**src/rtl/key_pkg.sv**
```systemverilog
// Shared timing defaults for the push-button conditioner.
// The defaults assume a 100 MHz system clock: a 20 ms debounce window
// and a 1 s long-press threshold. Counter widths are derived from these
// defaults so that each counter can hold its terminal value.
package key_pkg;

  localparam int CLK_HZ             = 100_000_000;
  localparam int STABLE_CYCLES_20MS = CLK_HZ / 50;
  localparam int LONG_CYCLES_1S     = CLK_HZ;

  // Smallest width whose range strictly exceeds the given cycle count.
  function automatic int width_for(input int cycles);
    return $clog2(cycles + 1);
  endfunction

  localparam int CNT_W  = width_for(STABLE_CYCLES_20MS);
  localparam int LONG_W = width_for(LONG_CYCLES_1S);

  // Raw input level of an idle (unpressed) key for a given polarity.
  function automatic logic idle_raw_level(input int active_low);
    return (active_low != 0);
  endfunction

endpackage

```
**src/rtl/key_debounce_chan.sv**
```systemverilog
// One key channel: synchroniser, consecutive-stable debounce counter,
// normalised level register, press/release pulses and a one-shot
// long-press detector that re-arms on release.
module key_debounce_chan #(
  parameter int ACTIVE_LOW    = 1,
  parameter int SYNC_STAGES   = 2,
  parameter int STABLE_CYCLES = key_pkg::STABLE_CYCLES_20MS,
  parameter int CNT_W         = key_pkg::CNT_W,
  parameter int LONG_CYCLES   = key_pkg::LONG_CYCLES_1S,
  parameter int LONG_W        = key_pkg::LONG_W
) (
  input  logic clk,
  input  logic rst,
  input  logic key_raw,
  output logic key_level,
  output logic press_pulse,
  output logic release_pulse,
  output logic long_pulse
);

  import key_pkg::idle_raw_level;

  localparam logic              IDLE_RAW    = idle_raw_level(ACTIVE_LOW);
  localparam logic [CNT_W-1:0]  STABLE_LAST = CNT_W'(STABLE_CYCLES - 1);
  localparam logic [LONG_W-1:0] LONG_LAST   = LONG_W'(LONG_CYCLES - 1);

  logic [SYNC_STAGES-1:0] sync_q;
  logic [CNT_W-1:0]       db_cnt;
  logic [LONG_W-1:0]      hold_cnt;
  logic                   armed;

  logic pressed;
  logic differs;
  logic accept;
  logic release_accept;

  // Bring the asynchronous key into the clock domain; idle level on reset
  // so that a held key after reset is seen as a fresh transition.
  always_ff @(posedge clk or negedge rst) begin
    if (!rst) begin
      sync_q <= {SYNC_STAGES{IDLE_RAW}};
    end else begin
      sync_q <= {sync_q[SYNC_STAGES-2:0], key_raw};
    end
  end

  // Polarity-normalised key and the acceptance condition of the debouncer.
  always_comb begin
    pressed        = sync_q[SYNC_STAGES-1] ^ IDLE_RAW;
    differs        = (pressed != key_level);
    accept         = differs && (db_cnt == STABLE_LAST);
    release_accept = accept && !pressed;
  end

  // Count consecutive disagreeing cycles; any agreement restarts the count,
  // and the new level is taken only after a full unbroken window.
  always_ff @(posedge clk or negedge rst) begin
    if (!rst) begin
      db_cnt        <= '0;
      key_level     <= 1'b0;
      press_pulse   <= 1'b0;
      release_pulse <= 1'b0;
    end else begin
      press_pulse   <= 1'b0;
      release_pulse <= 1'b0;
      if (!differs) begin
        db_cnt <= '0;
      end else if (accept) begin
        db_cnt        <= '0;
        key_level     <= pressed;
        press_pulse   <= pressed;
        release_pulse <= !pressed;
      end else begin
        db_cnt <= db_cnt + CNT_W'(1);
      end
    end
  end

  // Time a held press once; the counter parks at its terminal value until
  // the key is released, which clears it and re-arms the detector. A long
  // pulse is withheld on the cycle a release is being accepted so the two
  // pulses never coincide.
  always_ff @(posedge clk or negedge rst) begin
    if (!rst) begin
      hold_cnt   <= '0;
      armed      <= 1'b1;
      long_pulse <= 1'b0;
    end else begin
      long_pulse <= 1'b0;
      if (!key_level) begin
        hold_cnt <= '0;
        armed    <= 1'b1;
      end else if (armed) begin
        if (hold_cnt == LONG_LAST) begin
          if (!release_accept) begin
            long_pulse <= 1'b1;
            armed      <= 1'b0;
          end
        end else begin
          hold_cnt <= hold_cnt + LONG_W'(1);
        end
      end
    end
  end

endmodule

```
**src/rtl/key_debouncer_multi.sv**
```systemverilog
// N independent push-button conditioners feeding the debug/step-control
// logic. Each channel has its own synchroniser and counters so that
// simultaneous activity on several keys cannot interact.
module key_debouncer_multi #(
  parameter int N             = 4,
  parameter int ACTIVE_LOW    = 1,
  parameter int SYNC_STAGES   = 2,
  parameter int STABLE_CYCLES = key_pkg::STABLE_CYCLES_20MS,
  parameter int CNT_W         = key_pkg::CNT_W,
  parameter int LONG_CYCLES   = key_pkg::LONG_CYCLES_1S,
  parameter int LONG_W        = key_pkg::LONG_W
) (
  input  logic         clk,
  input  logic         rst,
  input  logic [N-1:0] key_raw,
  output logic [N-1:0] key_level,
  output logic [N-1:0] press_pulse,
  output logic [N-1:0] release_pulse,
  output logic [N-1:0] long_pulse
);

  // Reject parameter sets whose counters could not reach their terminal values.
  if (SYNC_STAGES < 2) begin : g_bad_sync
    $error("key_debouncer_multi: SYNC_STAGES must be >= 2");
  end
  if (STABLE_CYCLES < 2) begin : g_bad_stable
    $error("key_debouncer_multi: STABLE_CYCLES must be >= 2");
  end
  if (LONG_CYCLES < 2) begin : g_bad_long
    $error("key_debouncer_multi: LONG_CYCLES must be >= 2");
  end
  if ((64'd1 << CNT_W) <= 64'(STABLE_CYCLES)) begin : g_bad_cnt_w
    $error("key_debouncer_multi: CNT_W too small for STABLE_CYCLES");
  end
  if ((64'd1 << LONG_W) <= 64'(LONG_CYCLES)) begin : g_bad_long_w
    $error("key_debouncer_multi: LONG_W too small for LONG_CYCLES");
  end

  // One self-contained conditioner per key.
  for (genvar i = 0; i < N; i++) begin : g_chan
    key_debounce_chan #(
      .ACTIVE_LOW   (ACTIVE_LOW),
      .SYNC_STAGES  (SYNC_STAGES),
      .STABLE_CYCLES(STABLE_CYCLES),
      .CNT_W        (CNT_W),
      .LONG_CYCLES  (LONG_CYCLES),
      .LONG_W       (LONG_W)
    ) u_chan (
      .clk          (clk),
      .rst          (rst),
      .key_raw      (key_raw[i]),
      .key_level    (key_level[i]),
      .press_pulse  (press_pulse[i]),
      .release_pulse(release_pulse[i]),
      .long_pulse   (long_pulse[i])
    );
  end

endmodule

```
**config.mk**
```make
export PLATFORM = sky130hd
export DESIGN_NAME = key_debouncer_multi
export DESIGN_NICKNAME = d
export VERILOG_FILES = /design/src/rtl/key_pkg.sv /design/src/rtl/key_debounce_chan.sv /design/src/rtl/key_debouncer_multi.sv
export SDC_FILE = /design/constraint.sdc
export NUM_CORES = 1
export LEC_CHECK = 0
export ABC_AREA = 1
export CAP_MARGIN = 20
export CORE_ASPECT_RATIO = 1.4
export CORE_MARGIN = 4
export CORE_UTILIZATION = 25
export CTS_CLUSTER_DIAMETER = 30
export CTS_CLUSTER_SIZE = 30
export DETAILED_ROUTE_END_ITERATION = 12
export HOLD_SLACK_MARGIN = 0.02
export PLACE_DENSITY = 0.45
export SLEW_MARGIN = 40
export SYNTH_ARGS = -nofsm -noshare
export SYNTH_HDL_FRONTEND = slang
export SYNTH_SLANG_ARGS = --single-unit
```
**constraint.sdc**
```tcl
create_clock -name clk -period 3.45 [get_ports clk]
set_clock_uncertainty 0.05 [all_clocks]
set_input_delay 0.69 -clock clk [delete_from_list [all_inputs] [get_ports clk]]
set_output_delay 0.69 -clock clk [all_outputs]
set_load 0.01 [all_outputs]
```
Word-level counts from Yosys, hierarchy flattened:

Index checks and enable logic that the tools add are counted.

* muxes and demuxes: 68
* $lt $le $gt $ge: 0
* divide/modulo/power cells: 0
* bitwise operators: 4
* shift-type cells: 0
* $add $sub $neg: 8
* multiply operators: 0
* reduce and logical (&&, ||, !) cells: 16
* equal/unequal tests: 20

Operator list (count)
* two-way mux 27 bit: 12
* two-way mux 21 bit: 8
* adder 27 x 1 -> 27 bit, second input constant: 4
* == test 27 bit, second input constant: 4
* adder 21 x 1 -> 21 bit, second input constant: 4
* == test 21 bit, second input constant: 4
* two-way mux 1 bit: 48
* inequality test 2 bit, second input constant: 8
* AND reduction 2 bit: 8
* logical AND 1 bit: 8
* inequality test 1 bit: 4
* NOT 1 bit: 4

* ROM bits: 0
* output and inout bits: 16
* word-level logic and storage cells: 148
* memory bits (writable): 0
* memories kept: 0
* bits in registers: 220
* bits in latches: 0
* input bits: 6

Logic depth before layout (Yosys ltp):

Gate-level depths: netlist of the first run.

* depth after elaboration: 8
* gate-level depth with buffers: 12
* gate-level depth less buffers: 11

By module:

A second synthesis of the first run with hierarchy kept.

* cell total of the unflattened synthesis: 2064
* area, all modules: 13888.3 um2

By module, submodules not included
* key_debounce_chan (g_chan[0].u_chan ...): area an instance 3473.3 um2, times used 3, seq. area each 1380.1 um2, cells each 516
* key_debounce_chan (g_chan[1].u_chan): area an instance 3468.3 um2, times used 1, seq. area each 1380.1 um2, cells each 516

Worst setup path after synthesis of the first run:

Ideal clock, no wire load.

* path type: register to register
* start: register g_chan[0].u_chan.hold_cnt[0]
* end: register g_chan[0].u_chan.hold_cnt[10]
* setup slack: 1667 ps
* arrival: 1617 ps
* clock period less this slack: 1783 ps
* setup time: 117 ps
* cell stages (with the launch flop): 12
* data required time: 3283 ps
* buffers on the path: 1
* cell sequence: dfrtp_1 > ha_1 > nand2_2 > nor2_4 > nand2_2 > nor2_4 > nand2_1 > nand2_2 > nand2_1 > buf_2 > nand2_1 > nand2_1

* cells in the longest elaborated chain, start to end: 4
* elaborated cells on any way between the ends: 7
* those cells by class: add/sub (1); eq/ne (2); mux (3); reduce/logical (1)

Ends and longest elaborated chain
* start, declared: line key_debounce_chan.sv:29 `logic [LONG_W-1:0] hold_cnt;`
* start signal, assigned: line key_debounce_chan.sv:100 `hold_cnt <= hold_cnt + LONG_W'(1);`
* adder 27 x 1 -> 27 bit: line key_debounce_chan.sv:100
* two-way mux 27 bit: line key_debounce_chan.sv:94 `if (hold_cnt == LONG_LAST) begin`
* two-way mux 27 bit: line key_debounce_chan.sv:93 `end else if (armed) begin`
* two-way mux 27 bit: line key_debounce_chan.sv:90 `if (!key_level) begin`

Several ways; a longest one is shown, not always the timed one. The select of a mux whose other input is x is not followed.
A chain may end at the register's enable or synchronous reset.

Final worst setup path of the first run:

* start: register g_chan[2].u_chan.key_level
* end: output key_level[2]

RTL lines
* start, declared: line key_debounce_chan.sv:15 `output logic key_level,`
* start signal, assigned: line key_debounce_chan.sv:70 `key_level <= pressed;`
* end, declared: line key_debouncer_multi.sv:16 `output logic [N-1:0] key_level,`

No word-level cell between the ends.

==> metrics.md, run 1 <==
| Metric | Value |
|---|---|
| Critical path startpoint | `g_chan[2].u_chan.key_level$_DFFE_PN0P_` |
| Cells along the critical path | `clkdlybuf4s50_1` |
| WP data required | `2710 ps` |
| Power per cell area | `514 nW/um2` |
| Largest net degree at the start of global routing | `88` |
| Row cnt | `101` |
| Asr flop ratio synth | `1.00` |
| Die area | `58500 um2` |
| Placement Cell Area | `14500 um2` |
| First-pass DRT Iterations | `5` |
| HP Class | `input pin to async pin` |
| Initial core utilization | `0.252` |
| Post-synthesis compound-gate area fraction | `0.0289` |
| Post-Route WL | `36.7 mm` |
| Vias/cell | `4.40` |
| Core area | `54200 um2` |
| CP Launch Type | `flip-flop` |
| GRT Total Usage | `0.127` |
| Nets | `2104` |
| Cell taking the most area after synthesis | `dfrtp_1` |
| Final hold vios | `0` |
| Commonest non-fill, non-tap cell in the layout | `nand2_1` |
| # diodes | `0` |
| Sequential element share of the synthesized area | `0.404` |
| Worst setup EP type | `primary output` |
| Mapped Avg Cell Area | `6.67 um2` |
| Cell area after layout | `16700 um2` |
| Postcts setup bufs | `0` |
| Layout area overhead | `22.2%` |
| Most frequent cells in the layout | `674 x nand2_1, 378 x nor2_1, 229 x inv_1, 208 x dfrtp_1, 159 x nand3_1` |
| Reg-to-Reg Start | `g_chan[2].u_chan.key_level$_DFFE_PN0P_` |
| Slowest-stage cell, CP | `dfrtp_1` |
| CTS resizes | `0` |
| Grt total ovfl | `0` |
| H-tree levels | `2` |
| Max Clock Freq | `360 MHz` |
| Port bufs | `21` |
| Peak VDD IR | `0.356 mV` |
| Fillcell total | `5891` |
| Final setup vio count | `0` |
| Share of cells above drive strength 1 | `0.0823` |
| Num CTS Buffers | `58` |
| Drt first-iter violations | `633` |
| Main combinational cell family by area after synthesis | `simple AND/OR/NAND/NOR gates` |
| Rel. slew slack | `0.486` |
| Sink Count | `220` |
| Initial antenna violation count | `0` |
| Post-synth cell types | `36` |
| Vias post-DR | `12600` |
| Seq cells post-synth | `220` |
| Max Cap Viol | `0` |
| Fin. max-slew vios | `0` |
| Synth Flop Type | `dfrtp_1` |
| Number of flops mapped to enable cells by yosys | `0` |
| Status | `completed` |
| Setup TNS Final | `0 ps` |
| Cells after Synth | `2046` |
| Number of global-route vias before repair | `12700` |
| DP Wirelength | `26.6 mm` |
| CP Buf/Inv Count | `1` |
| Slew @ Worst Pin | `770 ps` |
| Residual DRC | `0` |
| Die Y | `285 um` |
| Die W | `206 um` |
| Critical path peak fanout | `15` |
| Post-Syn Area | `13700 um2` |
| Post-synthesis xor/xnor area fraction | `0.0378` |
| Yosys warning total | `0` |
| CTS tree | `yes` |
| Wirelength per Cell | `12.8 um` |
| CP arrival | `2040 ps` |
| Max clock buf depth | `3` |
| CTS Hold Buffers Added | `0` |
| Worst path max stage delay | `730 ps` |
| Critical path type | `flip-flop to primary output` |
| Minimum clock period | `2780 ps` |
| Synth top area cells | `dfrtp_1 38%, nand2_1 19%, nor2_1 10%, inv_1 6.3%, nand3_1 5.8%` |
| Root buffer cell | `clkbuf_16` |
| Ports | `22` |
| Part of the cycle the worst path needs | `0.805` |
| LEAKAGE | `7.25 nW` |
| Register-to-Register Setup Slack | `1080 ps` |
| Antenna Nets Post-Route | `0` |
| Synth top area share | `0.381` |
| Syn_nets | `2060` |
| Clock-pin slew on the worst setup and hold paths | `50 ps` |
| Simple-Gate Fraction of Synth Area | `0.433` |
| Clock Latency Late Sink | `580 ps` |
| Post-synthesis adder-cell area fraction | `0.00733` |
| Post-synthesis mux area share | `0` |
| Worst hold slack | `70.3 ps` |
| RSZ-0062 raised after global routing | `false` |
| Routability cong. | `0.819` |
| First-pass GRT wire length | `62.3 mm` |
| Delay-heaviest family, CP | `flip-flops` |
[path summary, 6_finish.rpt]
check | to | cells past startpoint
hold reg to reg | g_chan[2].u_chan.sync_q[1]$_DFF_PN1_ | 0
setup / recovery | key_level[2] | 1
max in group asynchronous | g_chan[1].u_chan.armed$_DFF_PN1_ | 2
setup reg to reg | g_chan[2].u_chan.db_cnt[17]$_DFF_PN0_ | 10
min in group clk | g_chan[2].u_chan.sync_q[1]$_DFF_PN1_ | 0
hold / removal | g_chan[2].u_chan.db_cnt[14]$_DFF_PN0_ | 1
[cells in the mapped netlist (3+ instances only)]
library cell,n
buf_2,9
clkbuf_1,8
nor2_2,11
a21oi_1,20
nand3_1,159
buf_4,19
inv_1,229
nor4_1,5
dfrtp_1,208
xnor2_1,8
nor2_4,5
nand4_1,65
nand2_1,674
or2_2,8
inv_2,4
xor2_1,51
buf_6,8
o21ai_0,21
nor2_1,378
nor3b_1,8
nor3_1,70
o21bai_1,8
o21ai_1,20
nand3_2,3
nand2_2,12
dfstp_2,12
buf_1,3
ha_1,8
[per-layer routing]
layer,share of wire,up-vias,GRT usage
li1,-,6526,-
met1,0.42,5770,0.146
met2,0.51,194,0.231
met3,0.037,85,0.0228
met4,0.035,0,0.0489
met5,0,-,0
[power breakdown]
| group | internal (mW) | total [mW] | leakage, nW | switching, mW |
|---|---|---|---|---|
| sequential | 2.61 | 2.62 | 3.02 | 0.0116 |
| combinational | 0.0264 | 0.114 | 3.20 | 0.0880 |
| clock | 4.07 | 5.84 | 1.03 | 1.77 |
| total | 6.71 | 8.58 | 7.25 | 1.87 |
[per-stage QoR]
stage / setup slack (ps) / util / total power, mW / cells
4_1_cts: 631 / 0.308 / 8.73 / 2860
3_5_place_dp: 1090 / 0.268 / 2.78 / 2751
6_report: 674 / 0.308 / 8.58 / 2860
2_1_floorplan: 1670 / - / 2.69 / 2046
5_1_grt: 567 / 0.308 / 8.88 / 2860
3_3_place_gp: 1060 / 0.268 / 2.78 / 2751
[final cells by class]
class	instances	area, um2	share of cell area
Clock buffer	72	1610	0.0967
Clock inverter	37	531	0.0318
Sequential cell	220	5520	0.331
Tap cell	721	902	0.0540
Multi-Input combinational cell	1543	6930	0.415
Timing Repair Buffer	31	303	0.0181
Inverter	236	888	0.0532
[state kept, by name (all words and copies together) (netlist names)]
signal,cells
g_chan.u_chan.key_level,4
g_chan.u_chan.sync_q,8
g_chan.u_chan.hold_cnt,108
g_chan.u_chan.db_cnt,84
g_chan.u_chan.armed,4
g_chan.u_chan.press_pulse,4
g_chan.u_chan.long_pulse,4
g_chan.u_chan.release_pulse,4
[logic make-up after synthesis]
family | after synthesis
compound gates | 73
flops | 220
buf+inv | 283
simple gates | 1403
xor+xnor | 59
fa+ha+maj | 8
Note: power is estimated with default switching activity, not from simulation.
==> run 2, diff against run 1 <==
Clock period 3.45 ns to 2.8 ns, I/O delays scaled along.
==> run 2 against run 1 <==
  * Global-route usage up 0.23 points
  * Wire length up 0.51%
  * Critical path depth up 1
  * Die area unchanged
  * Clock power up 18%
  * Via count about the same
  * Setup slack worse by 230 ps
  * Non-clock buffer count up 8
  * First-iteration DRC count down 13%
  * Cell count up 0.17%
  * Combinational power up 25%
  * Critical endpoint is now key_level[0]
==> metrics.md, run 2 (synthesis gave the netlist of run 1 again) <==
| Metric | Value |
|---|---|
| Clock-pin slew on the worst setup and hold paths | `50 ps (about the same)` |
| Final setup vio count | `0 (unchanged)` |
| Power per cell area | `617 nW/um2 (+20%)` |
| Core area | `54200 um2 (unchanged)` |
| WP data required | `2190 ps (-520 ps)` |
| Net Switching | `2.35 mW (+26%)` |
| Reg-to-Reg Start | `g_chan[0].u_chan.hold_cnt[0]$_DFFE_PN0P_` |
| FF-to-FF End | `g_chan[0].u_chan.hold_cnt[26]$_DFFE_PN0P_` |
| Total Power | `10.3 mW (+20%)` |
| Slew @ Worst Pin | `673 ps (-96.6 ps)` |
| Initial core utilization | `0.252 (unchanged)` |
| Die W | `206 um (unchanged)` |
| Row cnt | `101 (unchanged)` |
| H-tree levels | `2 (unchanged)` |
| Largest net degree at the start of global routing | `69 (-22%)` |
| Initial antenna violation count | `0 (unchanged)` |
| Final hold vios | `0 (unchanged)` |
| Status | `completed` |
| Nets | `2110 (+0.29%)` |
| Peak VDD IR | `0.538 mV (+51%)` |
| Max clock buf depth | `3 (unchanged)` |
| Postcts setup bufs | `0 (unchanged)` |
| LEAKAGE | `7.22 nW (-0.47%)` |
| Die Y | `285 um (unchanged)` |
| Vias/cell | `4.39 (-0.21%)` |
| Hold depth | `0` |
| Fin util | `0.307 (-0.000485)` |
| Root buffer cell | `clkbuf_16` |
| Placement Cell Area | `14600 um2 (+0.41%)` |
| Critical path type | `flip-flop to primary output` |
| Cells along the critical path | `buf_4, clkdlybuf4s50_1` |
| Drt first-iter violations | `553 (-13%)` |
| Max reg flops | `108 (unchanged)` |
| Startpoint of the worst hold path | `g_chan[1].u_chan.sync_q[0]$_DFF_PN1_` |
| R2r worst-path depth | `8 (-2)` |
| Share of cells above drive strength 1 | `0.0840 (+0.00167)` |
| Critical path peak fanout | `11 (-4)` |
| RSZ-0062 raised after global routing | `false` |
| Slowest-stage cell, CP | `clkdlybuf4s50_1` |
| Sink Count | `220 (unchanged)` |
| CTS tree | `yes` |
| Most frequent cells in the layout | `674 x nand2_1, 378 x nor2_1, 229 x inv_1, 208 x dfrtp_1, 159 x nand3_1` |
| Clk pwr share | `0.672 (-0.009)` |
| GRT Total Usage | `0.129 (+0.00226)` |
| Minimum clock period | `2360 ps` |
| DP Wirelength | `26.8 mm (+0.85%)` |
| CP arrival | `1750 ps (-290 ps)` |
| Sw frac | `0.229 (+0.0111)` |
| Max Cap Viol | `0 (unchanged)` |
| First-pass DRT Iterations | `5 (unchanged)` |
| Setup TNS Final | `0 ps (unchanged)` |
| Num CTS Buffers | `56 (-3.4%)` |
| Grt total ovfl | `0 (unchanged)` |
| Worst setup EP type | `primary output` |
| Wirelength per Cell | `12.9 um (+0.34%)` |
| HP Class | `flip-flop to flip-flop` |
| # diodes | `0 (unchanged)` |
| Number of global-route vias before repair | `13000 (+2.3%)` |
| Part of the cycle the worst path needs | `0.843` |
| Hold EP | `g_chan[1].u_chan.sync_q[1]$_DFF_PN1_` |
| Ports | `22 (unchanged)` |
| First-pass GRT wire length | `63.2 mm (+1.4%)` |
| Layout area overhead | `22.0%` |
| Fin. max-slew vios | `0 (unchanged)` |
| Rel. slew slack | `0.549 (+0.0634)` |
| Largest registers | `g_chan.u_chan.hold_cnt x108, g_chan.u_chan.db_cnt x84, g_chan.u_chan.sync_q x8` |
| Vias post-DR | `12600 (-0.040%)` |
| Largest register by flop count | `g_chan.u_chan.hold_cnt` |
| Post-Route WL | `36.9 mm (+0.51%)` |
| Antenna Nets Post-Route | `0 (unchanged)` |
| Cell area after layout | `16700 um2 (-0.16%)` |
| Cell Int Power | `7.93 mW (+18%)` |
| Residual DRC | `0 (unchanged)` |
| Comb pwr share | `0.014 (about the same)` |
| Port bufs | `21 (unchanged)` |
| Register-to-Register Setup Slack | `480 ps (-600 ps)` |
| Routability cong. | `0.875 (+6.8%)` |
| Commonest non-fill, non-tap cell in the layout | `nand2_1` |
| Worst hold slack | `304 ps (+233 ps)` |
| Max Clock Freq | `424 MHz` |
| Die area | `58500 um2 (unchanged)` |
| Worst path max stage delay | `560 ps (-170 ps)` |
| CP Launch Type | `flip-flop` |
| Seq pwr share | `0.314 (+0.009)` |
| Clock Latency Late Sink | `600 ps (+20 ps)` |
-- run 2: cell count changes in the layout (fill, tap and decap cells not counted), moves of 3 or more --
cell / before / now
clkbuf_8: 11 / 3
buf_4: 9 / 15
clkinvlp_4: 8 / 13
inv_6: 7 / 10
-- run 2: worst max path at each step --
stage / depth (start not counted) / end / startpoint / slack, ps
finish: 2 / key_level[0] / g_chan[0].u_chan.key_level$_DFFE_PN0P_ / 440
global route: 9 / g_chan[0].u_chan.hold_cnt[23]$_DFFE_PN0P_ / g_chan[0].u_chan.hold_cnt[0]$_DFFE_PN0P_ / 210
CTS: 2 / key_level[0] / g_chan[0].u_chan.key_level$_DFFE_PN0P_ / 380
detailed placement: 8 / g_chan[0].u_chan.hold_cnt[26]$_DFFE_PN0P_ / g_chan[0].u_chan.hold_cnt[0]$_DFFE_PN0P_ / 420
global placement: 8 / g_chan[0].u_chan.hold_cnt[26]$_DFFE_PN0P_ / g_chan[0].u_chan.hold_cnt[0]$_DFFE_PN0P_ / 540
floorplan: 11 / g_chan[0].u_chan.hold_cnt[10]$_DFFE_PN0P_ / g_chan[0].u_chan.hold_cnt[0]$_DFFE_PN0P_ / 1020
-- run 2: power groups by stage --
stage / sequential, mW / combinational, mW / clock (mW)
after floorplan: 3.27 / 0.0465 / 0
after global placement: 3.28 / 0.149 / 0
after detailed placement: 3.28 / 0.152 / 0
after CTS: 3.23 / 0.154 / 7.11
after global routing: 3.23 / 0.172 / 7.27
final: 3.23 / 0.143 / 6.91
-- run 2: critical path: cells and delay by family, from the launching register on --
kind                   cells  cell delay [ps]
buffers and inverters      2              780
DFF                        1              400
-- run 2: area by class of cell --
| cell class | count | area [um2] |
|---|---|---|
| clock buffers | 63 | 1480 |
| clock inverters | 43 | 569 |
| fillers | 5879 | 37500 |
| inverters | 236 | 888 |
| multi-input cells | 1543 | 6930 |
| flip-flops and latches | 220 | 5520 |
| well taps | 721 | 902 |
| repair buffers | 39 | 378 |
-- run 2: through the flow --
step	cells	worst slack, ps
finish	2865	439
global route	2865	210
global placement	2758	545
detailed placement	2758	421
CTS	2865	384
floorplan	2046	1020
-- run 2: timing repair --
item	4_1_cts	5_1_grt
resized for setup	0	0
hold buffers	1	0
endpoints found under the setup margin	0	0
endpoints found under the hold margin	35	0
-- run 2: metal layers --
layer	vias to the layer above	global-route usage	share of wire	wire length (um)
met5	-	0	0	0
met4	0	0.0593	0.042	1530
met3	98	0.0240	0.033	1220
met2	192	0.234	0.51	18700
met1	5743	0.145	0.42	15400
li1	6537	-	-	-
